$ cat config.mk
export PLATFORM = sky130hd
export DESIGN_NAME = fetch_unit_flat
export DESIGN_NICKNAME = d
export VERILOG_FILES = /design/src/rtl/fetch_unit_pkg.sv /design/src/rtl/fetch_unit_if.sv /design/src/rtl/fetch_unit_branch_lut.sv /design/src/rtl/fetch_unit.sv /design/src/flat_wrapper.sv
export SDC_FILE = /design/constraint.sdc
export NUM_CORES = 1
export LEC_CHECK = 0
export BUFFER_PORTS_ARGS = -buffer_cell sky130_fd_sc_hd__buf_2
export CORE_AREA = 2 2 236 238
export DETAILED_ROUTE_END_ITERATION = 7
export DIE_AREA = 0 0 238 240
export SLEW_MARGIN = 25
export SYNTH_ARGS = -nofsm -noshare
export SYNTH_HDL_FRONTEND = slang
export SYNTH_SLANG_ARGS = --single-unit
$ cat constraint.sdc
create_clock -name i_clk -period 2.4 [get_ports i_clk]
set_input_delay 0.24 -clock i_clk [delete_from_list [all_inputs] [get_ports i_clk]]
set_output_delay 0.24 -clock i_clk [all_outputs]
set_load 0.02 [all_outputs]
$ cat src/rtl/fetch_unit_pkg.sv
// Shared definitions for the fetch unit: FSM state encoding and default widths.
package fetch_unit_pkg;

  typedef enum logic [1:0] {
    IDLE = 2'd0,
    RUN  = 2'd1,
    DONE = 2'd2
  } fetch_state_t;

  localparam int kPC_W  = 10;
  localparam int kLUT_W = 5;
  localparam int kCNT_W = 16;

endpackage

$ cat src/rtl/fetch_unit_if.sv
// Harness-facing bundle of the fetch unit: control inputs, LUT preload port and status outputs.
interface fetch_unit_if
  import fetch_unit_pkg::*;
#(
  parameter int PC_W  = kPC_W,
  parameter int LUT_W = kLUT_W,
  parameter int CNT_W = kCNT_W
);
  logic             Start;
  logic             BranchEn;
  logic             Taken;
  logic             Halt;
  logic [LUT_W-1:0] TargetIdx;
  logic             LutWe;
  logic [LUT_W-1:0] LutWaddr;
  logic [PC_W-1:0]  LutWdata;
  logic [PC_W-1:0]  PC;
  logic             Running;
  logic             Done;
  logic             PcWrap;
  logic [CNT_W-1:0] CycleCount;

  modport master (
    output Start, BranchEn, Taken, Halt, TargetIdx, LutWe, LutWaddr, LutWdata,
    input  PC, Running, Done, PcWrap, CycleCount
  );

  modport slave (
    input  Start, BranchEn, Taken, Halt, TargetIdx, LutWe, LutWaddr, LutWdata,
    output PC, Running, Done, PcWrap, CycleCount
  );
endinterface

$ cat src/rtl/fetch_unit_branch_lut.sv
// Branch-target table: synchronous write, combinational read, synchronous active-low clear.
module branch_lut #(
  parameter int LUT_W = 5,
  parameter int PC_W  = 10
) (
  input  logic             i_clk,
  input  logic             i_rst_n,
  input  logic             i_we,
  input  logic [LUT_W-1:0] i_waddr,
  input  logic [PC_W-1:0]  i_wdata,
  input  logic [LUT_W-1:0] i_raddr,
  output logic [PC_W-1:0]  o_rdata
);

  logic [PC_W-1:0] r_mem [2**LUT_W];

  always_ff @(posedge i_clk) begin
    if (!i_rst_n) begin
      for (int i = 0; i < 2**LUT_W; i++) r_mem[i] <= '0;
    end else if (i_we) begin
      r_mem[i_waddr] <= i_wdata;
    end
  end

  // Read sees the pre-edge contents, so a same-edge write never affects a branch.
  assign o_rdata = r_mem[i_raddr];

endmodule

$ cat src/rtl/fetch_unit.sv
// Program counter / fetch sequencer: start-run-halt FSM, branch redirect via LUT, cycle counter.
//   state | meaning
//   IDLE  | after reset, waiting for Start; PC held at 0
//   RUN   | instruction at PC executing; PC advances or redirects every edge
//   DONE  | halt executed; PC holds halt address until Start
module fetch_unit
  import fetch_unit_pkg::*;
#(
  parameter int PC_W  = kPC_W,
  parameter int LUT_W = kLUT_W,
  parameter int CNT_W = kCNT_W
) (
  input  logic         i_clk,
  input  logic         i_rst_n,
  fetch_unit_if.slave  bus
);

  fetch_state_t     r_state;
  logic [PC_W-1:0]  r_pc;
  logic             r_running;
  logic             r_done;
  logic             r_pc_wrap;
  logic [CNT_W-1:0] r_cnt;

  logic [PC_W-1:0]  w_lut_rdata;
  logic [PC_W-1:0]  w_pc_inc;
  logic [CNT_W-1:0] w_cnt_inc;
  logic             w_branch;

  branch_lut #(
    .LUT_W (LUT_W),
    .PC_W  (PC_W)
  ) u_lut (
    .i_clk   (i_clk),
    .i_rst_n (i_rst_n),
    .i_we    (bus.LutWe),
    .i_waddr (bus.LutWaddr),
    .i_wdata (bus.LutWdata),
    .i_raddr (bus.TargetIdx),
    .o_rdata (w_lut_rdata)
  );

  assign w_pc_inc  = r_pc + PC_W'(1);
  assign w_cnt_inc = r_cnt + CNT_W'(1);
  assign w_branch  = bus.BranchEn & bus.Taken;

  always_ff @(posedge i_clk) begin
    if (!i_rst_n) begin
      r_state   <= IDLE;
      r_pc      <= '0;
      r_running <= 1'b0;
      r_done    <= 1'b0;
      r_pc_wrap <= 1'b0;
      r_cnt     <= '0;
    end else begin
      case (r_state)
        IDLE, DONE: begin
          if (bus.Start) begin
            r_state   <= RUN;
            r_pc      <= '0;
            r_cnt     <= '0;
            r_pc_wrap <= 1'b0;
            r_running <= 1'b1;
            r_done    <= 1'b0;
          end
        end
        RUN: begin
          // Halting cycle still counts as an executed cycle.
          if (r_cnt != '1) r_cnt <= w_cnt_inc;
          if (bus.Halt) begin
            r_state   <= DONE;
            r_running <= 1'b0;
            r_done    <= 1'b1;
          end else if (w_branch) begin
            r_pc <= w_lut_rdata;
          end else begin
            r_pc <= w_pc_inc;
            if (&r_pc) r_pc_wrap <= 1'b1;
          end
        end
        default: begin
          r_state   <= IDLE;
          r_running <= 1'b0;
          r_done    <= 1'b0;
        end
      endcase
    end
  end

  assign bus.PC         = r_pc;
  assign bus.Running    = r_running;
  assign bus.Done       = r_done;
  assign bus.PcWrap     = r_pc_wrap;
  assign bus.CycleCount = r_cnt;

endmodule

$ cat src/flat_wrapper.sv
// flat-port wrapper written by rule: the top's interface ports become plain ports
module fetch_unit_flat import fetch_unit_pkg::*;
#(
  parameter int PC_W  = kPC_W,
  parameter int LUT_W = kLUT_W,
  parameter int CNT_W = kCNT_W
)
  (i_clk, i_rst_n, bus_Start, bus_BranchEn, bus_Taken, bus_Halt, bus_TargetIdx, bus_LutWe, bus_LutWaddr, bus_LutWdata, bus_PC, bus_Running, bus_Done, bus_PcWrap, bus_CycleCount);
  fetch_unit_if #(.PC_W(PC_W), .LUT_W(LUT_W), .CNT_W(CNT_W)) bus_i ();
  input  logic i_clk;
  input  logic i_rst_n;
  input wire logic [$bits(bus_i.Start)-1:0] bus_Start;
  input wire logic [$bits(bus_i.BranchEn)-1:0] bus_BranchEn;
  input wire logic [$bits(bus_i.Taken)-1:0] bus_Taken;
  input wire logic [$bits(bus_i.Halt)-1:0] bus_Halt;
  input wire logic [$bits(bus_i.TargetIdx)-1:0] bus_TargetIdx;
  input wire logic [$bits(bus_i.LutWe)-1:0] bus_LutWe;
  input wire logic [$bits(bus_i.LutWaddr)-1:0] bus_LutWaddr;
  input wire logic [$bits(bus_i.LutWdata)-1:0] bus_LutWdata;
  output wire logic [$bits(bus_i.PC)-1:0] bus_PC;
  output wire logic [$bits(bus_i.Running)-1:0] bus_Running;
  output wire logic [$bits(bus_i.Done)-1:0] bus_Done;
  output wire logic [$bits(bus_i.PcWrap)-1:0] bus_PcWrap;
  output wire logic [$bits(bus_i.CycleCount)-1:0] bus_CycleCount;
  assign bus_i.Start = bus_Start;
  assign bus_i.BranchEn = bus_BranchEn;
  assign bus_i.Taken = bus_Taken;
  assign bus_i.Halt = bus_Halt;
  assign bus_i.TargetIdx = bus_TargetIdx;
  assign bus_i.LutWe = bus_LutWe;
  assign bus_i.LutWaddr = bus_LutWaddr;
  assign bus_i.LutWdata = bus_LutWdata;
  assign bus_PC = bus_i.PC;
  assign bus_Running = bus_i.Running;
  assign bus_Done = bus_i.Done;
  assign bus_PcWrap = bus_i.PcWrap;
  assign bus_CycleCount = bus_i.CycleCount;
  fetch_unit #(.PC_W(PC_W), .LUT_W(LUT_W), .CNT_W(CNT_W)) u_core (.i_clk(i_clk), .i_rst_n(i_rst_n), .bus(bus_i));
endmodule
==> impl_metrics.tcl <==
set metrics [dict create \
    status "completed" \
    cp_slowest_cell "mux4_2" \
    max-cap-violations 0 \
    synth-simple-area-share 0.1728 \
    rr_worst_depth 6 \
    fin_crit_sh 0.8088 \
    drt-pass1-iter-count 5 \
    wl_per_cell_um 21.56 \
    slew_headroom 0.4665 \
    drc_errors 0 \
    hp-class "input port to flop" \
    die_w_um 238 \
    cp_max_fo 1 \
    root_buffer "clkbuf_16" \
    row_count 86 \
    finClkSkew_ns 0.02268 \
    syn_to_final_growth_pct 18.24 \
    cts_setup_buffers 0 \
    hpwl_mm 29.04 \
    synth_xor_xnor_area_share 0.009683 \
    synthDistinctLibCells 48 \
    viasPerCell 4.958 \
    final_nets 1311 \
    worstSkewPairLatency_ns 0.56 \
    final_cell_mix "and2_1 (323), edfxtp_1 (320), buf_4 (99), nor2_1 (66), mux4_2 (59)" \
    cts_buffers 40 \
    floorplan.initialDensity 0.2979 \
    period_needed_ns 1.941 \
    power.density_mw_per_mm2 746.2 \
    die_h_um 240 \
    r2r-end "u_core.bus.PC[8]" \
    design.core.area_mm2 0.05466 \
    critical_path_depth 6 \
    clock_sinks 350 \
    drive_gt1_frac 0.2244 \
    ys_seq_area_frac 0.6271 \
    irDropWorstVdd_v 0.0004029 \
    ctsResizeCount 0 \
    clockBufferDepth 3 \
    grt_pass1_wl_mm 65.09 \
    cts.htree.levels 2 \
    cp_slowest_stage_delay_ns 0.48 \
    grt_use_met2 0.2389 \
    cts.clk_slew.worst_paths_ns 0.06 \
    cp-start-kind "flop" \
    ys_ff_latch 350 \
    ant_nets 0 \
    end_kind "flop" \
    drt_wl_total_mm 43.45 \
    crit_required_ns 2.81 \
    grt_util_met1 0.2164 \
    critPathCapture "u_core.bus.PC[8]" \
    gr-total-overflow 0 \
    fill_cells 5193 \
    leakage_nw 6.916 \
    hold_viol_final 0 \
    final_area_mm2 0.01925 \
    cts_tree "done" \
    setup_violations 0 \
    antenna_found_initial 2 \
    syn_area_mm2 0.01628 \
    drt_iter0_markers 1002 \
    synth-compound-area-share 0.04419 \
    synthAdderAreaFrac 0.001537 \
    crit_start "u_core.u_lut.r_mem[23][8]" \
    yosys_warnings 0 \
    hold_buffers 1 \
    gr-usage-all-layers 0.1540 \
    fmax_mhz 515.2 \
    mostFrequentLayoutCell "and2_1" \
    rsz0062_at_grt "false" \
    multi_input_area_mm2 0.005694 \
    synthCells 1155 \
    busiest_layer "met2" \
    slew_violations 0 \
    p_total_mw 14.37 \
    worstMarginPinSlew_ns 0.7973 \
    post_dp_cell_area_mm2 0.01792 \
    avgSynthCellArea_um2 14.10 \
    syn_nets 1184 \
    critPathTopFamily "multiplexers" \
    cp_num_buf_inv 0 \
    muxShareOfSynthArea 0.1215 \
    grt_pass1_vias 10060 \
    grt_start_max_net_pins 44 \
    post-route-util 0.3522 \
    dieArea_mm2 0.05712 \
    reg2reg_from "u_core.u_lut.r_mem[23][8]" \
    holdWs_ns 0.06496 \
    worstPathArrival_ns 2.35 \
    ios 56 \
    gp_congestion 0.8735 \
    port_buffers 55 \
    seqCellArea_mm2 0.01021 \
    vias 9990 \
    setup.worst_path.class "flop to flop" \
    path_cells "mux4_2, mux2_2, nand2_1, o21ai_0, a22oi_1, o211ai_1" \
    reg2reg_setup_slack_ns 0.46 \
    met3_usage 0.03134 \
    synth_top_family_by_area "simple AND/OR/NAND/NOR gates" \
]
-- synth_stat cells (all sizes together) --
cell type    n  area share
and2       323        0.12
edfxtp     320        0.59
nor2        66       0.015
mux4        65       0.091
clkbuf      50       0.012
o21ai       42       0.013
dfxtp       30       0.037
mux2i       30       0.018
buf         24       0.011
nand2       24      0.0055
mux2        17       0.012
a22oi       15      0.0069
nor2b       15      0.0058
a21oi       13      0.0040
nand3       13      0.0040
xor2        12      0.0065
and3        11      0.0042
a221oi      10      0.0058
o22ai       10      0.0038
a211oi       7      0.0032
nand4        6      0.0023
xnor2        6      0.0032
nor3         5      0.0015
nor3b        5      0.0023
nand2b       4      0.0015
o211ai       4      0.0018
and4         3      0.0016
inv          3     0.00069
nand3b       3      0.0014
o311ai       3      0.0016
a221o        2      0.0012
and3b        2      0.0011
ha           2      0.0015
or3          2     0.00077
a21bo        1     0.00061
a21o         1     0.00046
a22o         1     0.00054
a32oi        1     0.00054
nand4b       1     0.00054
nor4         1     0.00038
o2111a       1     0.00069
or3b         1     0.00054
-- per-layer routing --
layer | vias up | routed length (um)
li1 | 4527 | -
met1 | 5040 | 19760
met2 | 350 | 19560
met3 | 73 | 3113
met4 | 0 | 1016
met5 | - | 0
-- state kept, by name, summed over array words and instances, names as in the netlist --
| signal | flops |
|---|---|
| u_core.bus.CycleCount | 16 |
| u_core.bus.Done | 1 |
| u_core.bus.PC | 10 |
| u_core.bus.PcWrap | 1 |
| u_core.bus.Running | 1 |
| u_core.r_state | 1 |
| u_core.u_lut.r_mem | 320 |
-- power breakdown --
group | internal [mW] | switching, mW | leakage [nW]
Combinational | 0.462 | 0.666 | 2.98
Clock | 3.76 | 2.42 | 0.647
Sequential | 6.95 | 0.110 | 3.29
Total | 11.2 | 3.20 | 6.92
-- cell type report --
class	count	area share
diodes	1	0.0001300
clock buffers	52	0.05706
clock inverters	18	0.01118
inverters	3	0.0005849
multi-input cells	728	0.2958
flip-flops and latches	350	0.5304
well taps	704	0.04576
repair buffers	159	0.05914
-- cell families after synthesis --
logic type / after synthesis
xor gates and xnor gates: 18
AOI/OAI and AO/OA: 111
buffers and inverters: 77
muxes: 112
and+or+nand+nor: 485
adders and majority gates: 2
DFF: 350
-- tightest hold or removal path: cells and delay by family --
family | cells | cell delay [ns]
AOI/OAI and AO/OA | 1 | 0.13
buffers and inverters | 1 | 0.09
and+or+nand+nor | 2 | 0.10
-- metrics by stage --
step	worst slack, ns	std cells	TNS, ns
2_1_floorplan	0.009912	1155	0
3_3_place_gp	0.009373	1943	0
3_5_place_dp	-0.03196	1943	-0.03196
4_1_cts	0.4806	2014	0
5_1_grt	0.3023	2014	0
6_report	0.4589	2015	0
-- how the worst min path moves through the flow --
stage / start / to / slack, ns / depth (start not counted)
5_1_grt: bus_Start / u_core.bus.Done / 0.07 / 4
2_1_floorplan: bus_Halt / u_core.bus.Done / 0.42 / 2
6_report: bus_Start / u_core.bus.Done / 0.06 / 4
4_1_cts: bus_Start / u_core.bus.Done / 0.03 / 4
3_3_place_gp: u_core.bus.PcWrap / u_core.bus.PcWrap / 0.46 / 2
3_5_place_dp: u_core.bus.PcWrap / u_core.bus.PcWrap / 0.46 / 2
(Power assumes the default switching activity.)
